File: src/rtl/escalonador_contexto.sv
// escalonador_contexto
//   Round-robin context-switch scheduler. Keeps a table of NUM_PROC process
//   slots (valid bit + saved PC), services switch requests from the quantum
//   counter, process termination and process creation, and drives the PC
//   load interface with a single-cycle carrega_pc pulse.
//
// Ports
//   clock                in  system clock, rising edge
//   reset                in  asynchronous, active-low
//   troca_contexto       in  switch request (quantum expired / I/O)
//   pc_processo_trocado  in  [31:0] resume PC of outgoing process
//   fim_processo         in  running process terminates
//   cria_processo        in  create a process
//   pc_inicial           in  [31:0] start PC of created process
//   ocupado              out high while searching; requests ignored
//   carrega_pc           out 1-cycle pulse: PC must load pc_novo
//   pc_novo              out [31:0] PC of selected process
//   pid_atual            out [PID_W-1:0] slot of running process
//   sem_processo         out sticky: no valid process remains
//   erro_cheio           out 1-cycle pulse: creation refused, table full
module escalonador_contexto #(
  parameter int          NUM_PROC = 4,
  parameter int          PID_W    = 2,
  parameter logic [31:0] RESET_PC = 32'd0
) (
  input  logic             clock,
  input  logic             reset,
  input  logic             troca_contexto,
  input  logic [31:0]      pc_processo_trocado,
  input  logic             fim_processo,
  input  logic             cria_processo,
  input  logic [31:0]      pc_inicial,
  output logic             ocupado,
  output logic             carrega_pc,
  output logic [31:0]      pc_novo,
  output logic [PID_W-1:0] pid_atual,
  output logic             sem_processo,
  output logic             erro_cheio
);

  localparam logic [0:0] OCIOSO = 1'b0;
  localparam logic [0:0] BUSCA  = 1'b1;

  localparam logic [PID_W-1:0]    ULTIMO    = PID_W'(NUM_PROC - 1);
  localparam logic [PID_W-1:0]    UM        = PID_W'(1);
  localparam logic [NUM_PROC-1:0] VALID_RST = NUM_PROC'(1);

  logic [0:0]          state;
  logic [NUM_PROC-1:0] valid;
  logic [31:0]         pc_tab [NUM_PROC];
  logic [PID_W-1:0]    idx;
  logic [PID_W-1:0]    cnt;

  logic                livre_ok;
  logic [PID_W-1:0]    livre;

  // ocupado is taken straight from the state flop, so it is still registered
  assign ocupado = (state == BUSCA);

  // Lowest-index free slot for process creation
  always_comb begin
    livre_ok = 1'b0;
    livre    = '0;
    for (int unsigned i = 0; i < NUM_PROC; i++) begin
      if (!livre_ok && !valid[i]) begin
        livre_ok = 1'b1;
        livre    = PID_W'(i);
      end
    end
  end

  always_ff @(posedge clock or negedge reset) begin
    if (!reset) begin
      state        <= OCIOSO;
      valid        <= VALID_RST;
      for (int unsigned i = 0; i < NUM_PROC; i++) begin
        pc_tab[i] <= (i == 0) ? RESET_PC : '0;
      end
      idx          <= '0;
      cnt          <= '0;
      pid_atual    <= '0;
      pc_novo      <= RESET_PC;
      carrega_pc   <= 1'b0;
      sem_processo <= 1'b0;
      erro_cheio   <= 1'b0;
    end else begin
      carrega_pc <= 1'b0;
      erro_cheio <= 1'b0;
      case (state)
        OCIOSO: begin
          // Switch/terminate are ignored with no process, so creation is
          // still served in that condition even if they are raised with it.
          if (fim_processo && !sem_processo) begin
            valid[pid_atual] <= 1'b0;
            idx              <= pid_atual + UM;
            cnt              <= '0;
            state            <= BUSCA;
          end else if (troca_contexto && !sem_processo) begin
            pc_tab[pid_atual] <= pc_processo_trocado;
            idx               <= pid_atual + UM;
            cnt               <= '0;
            state             <= BUSCA;
          end else if (cria_processo) begin
            if (livre_ok) begin
              valid[livre]  <= 1'b1;
              pc_tab[livre] <= pc_inicial;
              if (sem_processo) begin
                pid_atual    <= livre;
                pc_novo      <= pc_inicial;
                carrega_pc   <= 1'b1;
                sem_processo <= 1'b0;
              end
            end else begin
              erro_cheio <= 1'b1;
            end
          end
        end
        BUSCA: begin
          // idx starts one past the running slot, so the running slot is
          // visited last (cnt == NUM_PROC-1)
          if (valid[idx]) begin
            pid_atual  <= idx;
            pc_novo    <= pc_tab[idx];
            carrega_pc <= 1'b1;
            state      <= OCIOSO;
          end else if (cnt == ULTIMO) begin
            sem_processo <= 1'b1;
            state        <= OCIOSO;
          end else begin
            idx <= idx + UM;
            cnt <= cnt + UM;
          end
        end
        default: state <= OCIOSO;
      endcase
    end
  end

endmodule

File: config.mk
export PLATFORM = sky130hd
export DESIGN_NAME = escalonador_contexto
export DESIGN_NICKNAME = d
export VERILOG_FILES = /design/src/rtl/escalonador_contexto.sv
export SDC_FILE = /design/constraint.sdc
export NUM_CORES = 1
export LEC_CHECK = 0
export CAP_MARGIN = 10
export CORE_MARGIN = 3
export CORE_UTILIZATION = 45
export CTS_BUF_LIST = sky130_fd_sc_hd__clkbuf_4 sky130_fd_sc_hd__clkbuf_8
export CTS_CLUSTER_DIAMETER = 80
export CTS_CLUSTER_SIZE = 30
export DETAILED_ROUTE_END_ITERATION = 8
export GPL_TIMING_DRIVEN = 0
export PLACE_DENSITY = 0.67
export SLEW_MARGIN = 20
export SYNTH_ARGS = -nofsm -noshare
export SYNTH_HDL_FRONTEND = slang
export SYNTH_SLANG_ARGS = --single-unit
File: constraint.sdc
create_clock -name clock -period 2.5 [get_ports clock]
set_input_delay 0.5 -clock clock [delete_from_list [all_inputs] [get_ports clock]]
set_output_delay 0.5 -clock clock [all_outputs]
set_load 0.005 [all_outputs]
Word level (Yosys, flattened, before mapping)
Index checks and enable logic that the tools add are counted.

word-level totals
  flip-flop bits (word level) = 174
  bits of input ports = 69
  output and inout bits = 38
  logic and storage cells = 147

operators by class
  add/sub/neg operators = 3
  order comparisons = 10
  eq/ne operators = 12
  muxes and demuxes = 77
  bitwise operators = 8
  reductions and logical operators = 24

operators with widths
  kind                                                                  number
  128-bit 2-to-1 mux                                                    3
  32-bit 2-to-1 mux                                                     10
  128-bit bitwise mux                                                   2
  32-bit demux with 2-bit select                                        2
  32-bit binary-select mux with 2-bit select                            1
  32-bit one-hot mux with 2 select lines                                1
  2-bit 2-to-1 mux                                                      16
  1-bit 2-to-1 mux                                                      29
  4-bit 2-to-1 mux                                                      4
  2-bit != test, second input constant                                  8
  2-bit one-hot mux with 2 select lines                                 3
  6-bit AND reduction                                                   2
  3-bit >= comparator, second input constant                            3
  1-bit logical AND                                                     9
  2-bit by 3-bit < comparator with 1-bit output, second input constant  3
  2-bit inverter with 3-bit output                                      3
  4-bit AND reduction                                                   2
  2-bit nonzero test                                                    4
  2-bit by 1-bit adder with 2-bit output, second input constant         3
  1-bit zero test                                                       6
  3-bit by 1-bit < comparator with 1-bit output, second input constant  2
  1-bit one-hot mux with 2 select lines                                 3
  4-bit bitwise AND                                                     1
  1-bit demux with 2-bit select                                         2
  other kinds (9)                                                       12

Logic depth before layout (Yosys ltp)
Gate-level depths: netlist (run 1).

  depth after elaboration = 18
  depth in mapped cells = 7
  gate-level depth less buffers = 4

Worst setup path before layout (run 1)
OpenSTA, ideal clock, no wires.

  path kind = reg-to-reg
  from = reg valid[0]
  to = reg pc_tab[33] in the netlist's numbering
  library setup time = 0.125 ns
  arrival = 1.813 ns
  data required time = 2.375 ns
  path slack = 0.563 ns
  cell stages (with the launch flop) = 7
  clock period less this slack = 1.937 ns
  path through = dfstp_2 > buf_2 > nand3b_1 > mux2_2 > nor2_2 > buf_4 > mux2_2

between the ends
  cells in the longest elaborated chain, start to end = 17

RTL lines
  element                                                                                                     line  text
  start: declaration                                                                                          49    logic [NUM_PROC-1:0] valid;
  start signal: assignment                                                                                    75    valid <= VALID_RST;
  start signal: indexed assignment                                                                            94    valid[pid_atual] <= 1'b0;
  start signal: indexed assignment                                                                            105   valid[livre] <= 1'b1;
  1-bit 2-to-1 mux or 1-bit logical AND (tied branches)                                                       65    if (!livre_ok && !valid[i]) begin
  1-bit 2-to-1 mux                                                                                            65
  1-bit zero test                                                                                             65
  1-bit logical AND                                                                                           65
  1-bit 2-to-1 mux                                                                                            65
  1-bit zero test                                                                                             65
  1-bit logical AND                                                                                           65
  2-bit 2-to-1 mux                                                                                            65
  2-bit inverter with 3-bit output (implied by the code)                                                      106   pc_tab[livre] <= pc_inicial;
  3-bit >= comparator (implied by the code) or 3-bit by 1-bit < comparator with 1-bit output (tied branches)  106
  1-bit logical AND (implied by the code)                                                                     106
  32-bit 2-to-1 mux (implied by the code)                                                                     106
  32-bit demux with 2-bit select                                                                              106
  128-bit bitwise mux                                                                                         106
  128-bit 2-to-1 mux                                                                                          104   if (livre_ok) begin
  128-bit 2-to-1 mux                                                                                          103   end else if (cria_processo) begin
  128-bit 2-to-1 mux                                                                                          98    end else if (troca_contexto && !sem_processo) begin
  end signal: indexed assignment                                                                              77    pc_tab[i] <= (i == 0) ? RESET_PC : '0;
  end signal: indexed assignment                                                                              99    pc_tab[pid_atual] <= pc_processo_trocado;
  end signal: indexed assignment                                                                              106
  end: declaration                                                                                            50    logic [31:0] pc_tab [NUM_PROC];

Parallel ways exist; a longest one is shown, timed or not. The select of a mux whose other input is x is not followed.
A chain may end at the register's enable or synchronous reset.

Final worst setup path (run 1)
  from = in troca_contexto
  to = reg pc_tab[125] in the netlist's numbering

between the ends
  cells in the longest elaborated chain, start to end = 3

RTL lines
  element                        line  text
  start: declaration             28    input logic troca_contexto,
  1-bit logical AND (*)          98
  2-bit nonzero test (no line)   -
  4-bit AND reduction (no line)  -

Mark *: on every way between the ends. The rest lies on a longest branch, timed or not.

==> impl_metrics.py, run 1 <==
metrics = {
    "floorplan": {
        "design.core.area_mm2": 0.0195,
        "dieHeight_um": 147,
        "initial_core_util_pct": 46.0,
        "die_w_um": 147,
        "dieArea_mm2": 0.0217,
        "rows": 51,
        "ios": 107,
    },
    "clock_network": {
        "cts_buffers": 17,
        "clkTransAtPathRegs_ps": 90,
        "cts_sinks": 174,
        "cts_tree": "done",
        "hold_buffers": 0,
        "clock_latency_ps": 460,
        "cts_root_buffer": "clkbuf_8",
        "cts_buffer_depth": 2,
        "htreeDepth": 4,
    },
    "sta": {
        "slew_headroom_pct": 35.2,
        "fmax_ghz": 0.418,
        "setup_violations": 0,
        "fin_skew_ps": 7.82,
        "tightest_slew_ps": 972,
        "rsz0062_at_grt": "false",
        "slew_violations": 0,
        "hold_slack_ps": 37.2,
        "hold_violations": 0,
        "final.setup.worst_slack_ps": 106,
        "fin_crit_ps": 2390,
        "tns_ps": 0,
        "timing.final.crit_share_pct": 95.7,
    },
    "logic_synthesis": {
        "yosysWarningCount": 0,
        "syn_nets": 835,
        "syn_avg_cell_area_um2": 11.8,
        "synth_area_mm2": 0.00899,
        "netlist_instances": 765,
        "ys_dominant_reg_cell": "dfrtp_1",
        "synth_edf_count": 0,
        "seq_area_frac_synth_pct": 48.4,
        "ys_seq_elements": 174,
        "synth_cell_types": 40,
        "synthArstFlopShare_pct": 100,
    },
    "placed_design": {
        "place_area_mm2": 0.0104,
        "post-place-ws_ps": -375,
        "place.gp.congestion": 0.870,
        "placed_cells": 1137,
        "port_buffers": 106,
        "dp_hpwl_mm": 16.8,
    },
    "run": {
        "maxCapViolations": 0,
    },
    "final_layout": {
        "nFillCells": 1736,
        "drive_gt1_share_pct": 21.8,
        "regArea_mm2": 0.00436,
        "fin_util_pct": 55.6,
        "final_area_mm2": 0.0109,
        "layout_common_cells": "dfrtp_1 (173), o22ai_1 (128), clkdlybuf4s50_1 (105)",
        "area_delta_synth_final_pct": 20.8,
        "final_common_cell": "dfrtp_1",
        "fin_cells": 1169,
        "diodes": 0,
        "multi_input_area_mm2": 0.00429,
        "nets": 962,
    },
    "route": {
        "finalWirelength_mm": 25.7,
        "first_iter_violations": 558,
        "drt-pass1-iter-count": 5,
        "drtAntennaViolNets": 0,
        "vias": 7062,
        "drc": 0,
        "routed_via_density": 6.04,
        "post_drt_wl_per_cell_um": 22.0,
    },
    "worst_setup_path": {
        "crit_top_cell": "buf_2",
        "path_cells": "clkdlybuf4s50_1, nor2b_1, buf_2, o211a_1, o211ai_1, buf_2, mux2_2",
        "cp_max_fo": 10,
        "worstSetupEndpointType": "flop",
        "critPathLaunchType": "primary input",
        "critical-path-max-stage-delay_ps": 460,
        "crit_type": "in2reg",
        "ff2ff_path_depth": 6,
        "worstPathArrival_ps": 2740,
        "slowest_stage": "clkdlybuf4s50_1",
        "required_ps": 2840,
    },
    "min_path": {
        "hold_class": "in2async",
    },
    "global_routing": {
        "track_usage_pct": 24.2,
        "grt_overflow": 0,
        "grt_first_pass_wirelength_mm": 40.9,
        "antenna_found_initial": 0,
        "grt_pass1_vias": 7297,
        "grt_max_degree": 92,
    },
    "power_and_ir_drop": {
        "p_total_mw": 13.3,
        "p_leak_nw": 4.80,
        "powerDensity_mw_per_mm2": 1220,
        "ir_drop_mv": 0.689,
    },
    "status": {
        "status": "complete, no violations",
    },
}
[Yosys cell counts, drive strengths merged, types with 4 or more instances]
cell type,n,area [µm²]
buf,27,178
clkbuf,43,161
mux2i,35,350
nor2,40,155
nand2b,5,31.3
nand2,69,259
a31oi,6,37.5
mux2,132,1490
o22ai,128,801
mux4,33,743
a21oi,39,195
dfrtp,173,4330
o21ai,4,20.0
inv,4,15.0
[sequential cells by signal (all words and copies together) (netlist names)]
| register | cells |
|---|---|
| idx | 2 |
| sem_processo | 1 |
| erro_cheio | 1 |
| cnt | 2 |
| valid | 4 |
| pc_tab | 128 |
| pid_atual | 2 |
| ocupado | 1 |
| pc_novo | 32 |
| carrega_pc | 1 |
[final timing paths]
check                          startpoint            to  slack [ps]
max reg2reg                  pid_atual[0]   pc_tab[125]         180
min in group clock             pc_tab[85]    pc_tab[85]         490
max in group asynchronous           reset  pid_atual[0]        1550
min reg2reg                    pc_tab[85]    pc_tab[85]         490
min                                 reset   pc_novo[16]          40
max                        troca_contexto   pc_tab[125]         110
[area by class of cell]
cell class                 instances  area share, %
clock buffer                      21           2.60
sequential                       174           40.1
buffer                            69           3.18
multi-input combinational        517           39.5
inverter                           4          0.138
timing repair buffer             109           10.2
tap                              265           3.05
clock inverter                    10           1.26
[timing repair]
item                                    in CTS  in global routing
endpoints found under the setup margin       0                 99
hold endpoints to repair                     0                  0
gates resized for setup                      0                 13
setup buffers                                0                  2
[kinds of logic after synthesis]
kind of cell	after synthesis	share of synthesized area, %
compound gates	188	12.7
xor+xnor	2	0.195
fa+ha+maj	1	0.139
buf+inv	74	3.94
flops	174	48.4
mux	200	28.7
simple gates	126	5.84
[worst max-delay path, delay by kind of cell]
| family | cells | cell delay (ps) |
|---|---|---|
| buf+inv | 3 | 1120 |
| simple gates | 1 | 180 |
| mux | 1 | 380 |
| compound gates | 2 | 550 |
[per-layer routing]
layer	vias to the layer above	global-route usage, %	share of wire, %
li1	3134	-	-
met1	3627	33.7	44
met2	261	38.3	48
met3	40	5.27	5.7
met4	0	7.92	1.7
met5	-	0	0
[power breakdown]
group          switching [mW]  internal [mW]  total, mW
registers               0.571           3.90       4.47
logic                    3.61           3.11       6.71
clock network            1.04           1.07       2.11
total                    5.21           8.08       13.3
Note: power is estimated with default switching activity, not from simulation.
==> run 2: changes to the inputs <==
TNS_END_PERCENT = 10   (was unset)
==> impl_metrics.py, run 2 (synthesized netlist as in run 1, its figures left out) <==
metrics = {
    "status": {
        "status": "complete, no violations",
    },
    "clock_network": {
        "post_cts_buffers": 0,
        "clock_latency_ps": 470,
        "cts_buffer_depth": 2,
        "post_cts_resized": 0,
        "clkTransAtPathRegs_ps": 100,
        "cts_root_buffer": "clkbuf_8",
        "cts_buffers": 17,
        "cts_sinks": 174,
        "cts_tree": "done",
        "hold_buffers": 0,
        "htreeDepth": 4,
    },
    "route": {
        "route.met2.wl_mm": 12.5,
        "dr.max_layer_used": "met4",
        "drc": 0,
        "finalWirelength_mm": 25.7,
        "met1_length_mm": 11.3,
        "first_iter_violations": 596,
        "drtAntennaViolNets": 0,
        "routed_via_density": 6.03,
        "post_drt_wl_per_cell_um": 22.0,
        "wl_met3_mm": 1.54,
        "drt-pass1-iter-count": 5,
        "vias": 7045,
    },
    "floorplan": {
        "die_w_um": 147,
        "initial_core_util_pct": 46.0,
        "dieArea_mm2": 0.0217,
        "rows": 51,
        "dieHeight_um": 147,
        "design.core.area_mm2": 0.0195,
        "ios": 107,
    },
    "min_path": {
        "hold_class": "in2async",
    },
    "power_and_ir_drop": {
        "power_frac_seq_pct": 33.7,
        "pwr-share-clk_pct": 15.9,
        "switching_share_pct": 39.3,
        "p_sw_mw": 5.21,
        "p_total_mw": 13.3,
        "internal_power_mw": 8.06,
        "p_leak_nw": 4.79,
        "comb_power_share_pct": 50.4,
        "powerDensity_mw_per_mm2": 1220,
        "ir_drop_mv": 0.690,
    },
    "final_layout": {
        "reg.largest.list": "pc_tab (128), pc_novo (32), valid (4)",
        "diodes": 0,
        "nets": 961,
        "drive_gt1_share_pct": 21.6,
        "top_register": "pc_tab",
        "nFillCells": 1735,
        "final_common_cell": "dfrtp_1",
        "area_delta_synth_final_pct": 20.7,
        "largest_reg_flops": 128,
        "layout_common_cells": "dfrtp_1 (173), o22ai_1 (128), clkdlybuf4s50_1 (105)",
    },
    "global_routing": {
        "track_usage_pct": 24.2,
        "grt_first_pass_wirelength_mm": 40.9,
        "grt_overflow": 0,
        "grt_max_degree": 92,
        "grt_pass1_vias": 7297,
        "antenna_found_initial": 0,
    },
    "placed_design": {
        "place.gp.congestion": 0.870,
        "dp_hpwl_mm": 16.8,
        "port_buffers": 106,
        "post-place-ws_ps": -375,
    },
    "worst_setup_path": {
        "r2r_start": "sem_processo",
        "ff2ff_path_depth": 6,
        "worstSetupEndpointType": "flop",
        "required_ps": 2850,
        "worstPathArrival_ps": 2770,
        "reg2reg_to": "pc_tab[40]",
        "reg2reg_slack_ps": 80,
        "crit_type": "reg2reg",
        "cp_max_fo": 10,
        "critPathLaunchType": "flop",
    },
    "sta": {
        "slew_violations": 0,
        "rsz0062_at_grt": "true",
        "tightest_slew_ps": 945,
        "hold_violations": 0,
        "setup_violations": 0,
        "fin_skew_ps": 10.7,
        "fmax_ghz": 0.414,
        "timing.final.crit_share_pct": 96.6,
        "final.setup.worst_slack_ps": 84.8,
        "fin_crit_ps": 2420,
        "slew_headroom_pct": 37.0,
    },
    "run": {
        "maxCapViolations": 0,
    },
}
run 2: worst max-delay path by stage:
stage	start	endpoint	slack (ps)	depth (start not counted)
after global placement	reset	carrega_pc	-6550	1
after floorplan	valid[0]	pc_tab[33]	560	6
after CTS	valid[0]	pc_tab[110]	60	6
after global routing	sem_processo	pc_tab[62]	-70	6
final	sem_processo	pc_tab[40]	80	6
after detailed placement	troca_contexto	pc_tab[40]	-370	7
run 2: layer usage:
layer  global-route usage, %  up-vias
met1                    33.7     3601
met3                    5.27       35
met4                    7.92        0
met5                       0        -
li1                        -     3134
met2                    38.3      275
run 2: per-stage QoR:
stage | util (%) | instances | area, µm² | hold WS, ps | TNS, ps
2_1_floorplan | - | 765 | 8990 | 204 | 0
3_3_place_gp | 53.2 | 1136 | 10400 | 466 | -1179280
3_5_place_dp | 53.3 | 1137 | 10400 | 474 | -45130
4_1_cts | 55.5 | 1168 | 10800 | 55.4 | 0
5_1_grt | 55.6 | 1168 | 10900 | 64.7 | -1380
6_report | 55.6 | 1168 | 10900 | 33.0 | 0
run 2: power by group through the flow:
stage	Sequential [mW]	Clock [mW]	Combinational (mW)
after CTS	4.46	2.14	6.67
after global placement	4.48	0	6.54
final	4.47	2.11	6.69
after detailed placement	4.51	0	6.63
after global routing	4.60	2.25	7.25
after floorplan	4.38	0	4.36
run 2: layout make-up:
class | count | area (µm²) | area share [%]
Clock buffer | 21 | 283 | 2.61
Timing Repair Buffer | 107 | 1090 | 10.1
Buffer | 70 | 352 | 3.24
Tap cell | 265 | 332 | 3.06
Clock inverter | 10 | 136 | 1.26
Inverter | 4 | 15.0 | 0.138
Sequential cell | 174 | 4360 | 40.1
Multi-Input combinational cell | 517 | 4290 | 39.5
run 2: critical path: stages (launching register included):
cell and delay, ps:
dfrtp_1 470, nand2b_1 140, clkbuf_1 390, mux2_2 400, nor2_2 230, buf_4 290
mux2_2 370
==> run 3: changes to the inputs <==
--- a/config.mk
+++ b/config.mk
@@ -6,5 +6,5 @@
 export NUM_CORES = 1
 export LEC_CHECK = 0
-export CAP_MARGIN = 10
+export CAP_MARGIN = 20
 export CORE_MARGIN = 3
 export CORE_UTILIZATION = 45
==> constraint.sdc (replaced) <==
create_clock -name clock -period 2.5 [get_ports clock]
set_input_delay 0.75 -clock clock [delete_from_list [all_inputs] [get_ports clock]]
set_output_delay 0.75 -clock clock [all_outputs]
set_load 0.005 [all_outputs]
==> impl_metrics.py, run 3 (synthesized netlist as in run 1, its figures left out) <==
metrics = {
    "power_and_ir_drop": {
        "powerDensity_mw_per_mm2": 1220,
        "p_leak_nw": 4.85,
        "pwr-share-clk_pct": 15.9,
        "internal_power_mw": 8.10,
        "comb_power_share_pct": 50.5,
        "p_sw_mw": 5.21,
        "ir_drop_mv": 0.696,
        "switching_share_pct": 39.2,
        "power_frac_seq_pct": 33.6,
    },
    "final_layout": {
        "nFillCells": 1744,
        "area_delta_synth_final_pct": 21.6,
        "largest_reg_flops": 128,
        "diodes": 0,
        "multi_input_area_mm2": 0.00429,
        "nets": 967,
        "top_register": "pc_tab",
        "drive_gt1_share_pct": 22.9,
        "layout_common_cells": "dfrtp_1 (173), o22ai_1 (128), clkdlybuf4s50_1 (105)",
        "reg.largest.list": "pc_tab (128), pc_novo (32), valid (4)",
        "regArea_mm2": 0.00436,
        "final_common_cell": "dfrtp_1",
    },
    "clock_network": {
        "cts_tree": "done",
        "cts_buffer_depth": 2,
        "cts_sinks": 174,
        "clkTransAtPathRegs_ps": 100,
        "htreeDepth": 4,
        "hold_buffers": 0,
        "cts_root_buffer": "clkbuf_8",
        "cts_buffers": 17,
        "clock_latency_ps": 470,
    },
    "global_routing": {
        "antenna_found_initial": 0,
        "grt_first_pass_wirelength_mm": 41.0,
        "track_usage_pct": 24.3,
        "grt_max_degree": 92,
        "grt_overflow": 0,
        "grt_pass1_vias": 7340,
    },
    "worst_setup_path": {
        "crit_type": "reg2reg",
        "worstSetupEndpointType": "flop",
        "path_cells": "buf_2, inv_1, a31oi_1, clkbuf_1, o22ai_1, mux2_2",
        "critical-path-max-stage-delay_ps": 560,
        "worstPathArrival_ps": 2840,
        "reg2reg_to": "pc_tab[110]",
        "ff2ff_path_depth": 6,
        "endpoint": "pc_tab[110]",
        "critPathLaunchType": "flop",
        "cp_max_fo": 10,
        "slowest_stage": "clkbuf_1",
        "required_ps": 2860,
        "reg2reg_slack_ps": 20,
        "r2r_start": "valid[0]",
        "crit_start": "valid[0]",
    },
    "min_path": {
        "hold_class": "in2async",
    },
    "placed_design": {
        "post-place-ws_ps": -625,
        "port_buffers": 106,
        "place.gp.congestion": 0.870,
        "dp_hpwl_mm": 16.8,
    },
    "route": {
        "drtAntennaViolNets": 0,
        "finalWirelength_mm": 25.8,
        "post_drt_wl_per_cell_um": 22.0,
        "drt-pass1-iter-count": 7,
        "routed_via_density": 6.02,
        "vias": 7063,
        "drc": 0,
        "first_iter_violations": 537,
    },
    "sta": {
        "fin_crit_ps": 2480,
        "slew_violations": 0,
        "fin_skew_ps": 12.1,
        "final.setup.worst_slack_ps": 23.2,
        "tightest_slew_ps": 943,
        "hold_slack_ps": 282,
        "rsz0062_at_grt": "true",
        "hold_violations": 0,
        "slew_headroom_pct": 37.2,
        "setup_violations": 0,
        "fmax_ghz": 0.404,
        "timing.final.crit_share_pct": 99.1,
        "tns_ps": 0,
    },
    "floorplan": {
        "dieArea_mm2": 0.0217,
        "initial_core_util_pct": 46.0,
        "ios": 107,
        "dieHeight_um": 147,
        "die_w_um": 147,
        "rows": 51,
        "design.core.area_mm2": 0.0195,
    },
    "status": {
        "status": "complete, no violations",
    },
    "run": {
        "maxCapViolations": 0,
    },
}
[run 3: how the worst min path moves through the flow]
stage / start / end / slack [ps] / cells after the start
final: reset / pc_tab[112] / 280 / 1
after global routing: reset / pc_novo[16] / 310 / 1
after CTS: reset / pc_novo[14] / 310 / 1
after detailed placement: pc_tab[87] / pc_tab[87] / 470 / 1
after global placement: pc_tab[86] / pc_tab[86] / 470 / 1
after floorplan: reset / carrega_pc / 450 / 0
[run 3: per-layer routing]
layer / routed length (µm) / vias up / track usage [%] / share of wire, %
li1: - / 3156 / - / -
met1: 11200 / 3609 / 33.6 / 44
met2: 12400 / 253 / 38.3 / 48
met3: 1660 / 45 / 5.31 / 6.4
met4: 510 / 0 / 8.06 / 2.0
met5: 0 / - / 0 / 0
[run 3: power groups by stage]
| stage | logic, mW | registers (mW) | clock network [mW] |
|---|---|---|---|
| 2_1_floorplan | 4.36 | 4.38 | 0 |
| 3_3_place_gp | 6.54 | 4.48 | 0 |
| 3_5_place_dp | 6.63 | 4.51 | 0 |
| 4_1_cts | 6.69 | 4.46 | 2.14 |
| 5_1_grt | 7.30 | 4.60 | 2.25 |
| 6_report | 6.73 | 4.47 | 2.12 |
[run 3: through the flow]
stage               power, mW  util, %  instances  cell area [µm²]
floorplan                8.73        -        765             8990
CTS                      13.3     55.6       1168            10900
global route             14.1     56.0       1174            10900
global placement         11.0     53.2       1136            10400
detailed placement       11.1     53.3       1137            10400
finish                   13.3     56.0       1174            10900
[run 3: critical path: cells and delay by family (launching register included)]
family	cells	cell delay (ps)
flip-flops	1	520
AO/OA/AOI/OAI	2	710
multiplexers	1	300
buffers and inverters	3	840
[run 3: area by class of cell]
class / count / share of cell area [%]
flip-flops and latches: 174 / 39.8
inverters: 4 / 0.137
well taps: 265 / 3.03
repair buffers: 114 / 10.5
plain buffers: 69 / 3.40
clock buffers: 21 / 2.59
clock inverters: 10 / 1.25
multi-input cells: 517 / 39.3
[run 3: what timing repair did]
item	4_1_cts	5_1_grt
endpoints found under the setup margin	129	142
buffers inserted	1	6
pin swaps	2	3
endpoints found under the hold margin	0	0
gates resized for setup	9	19
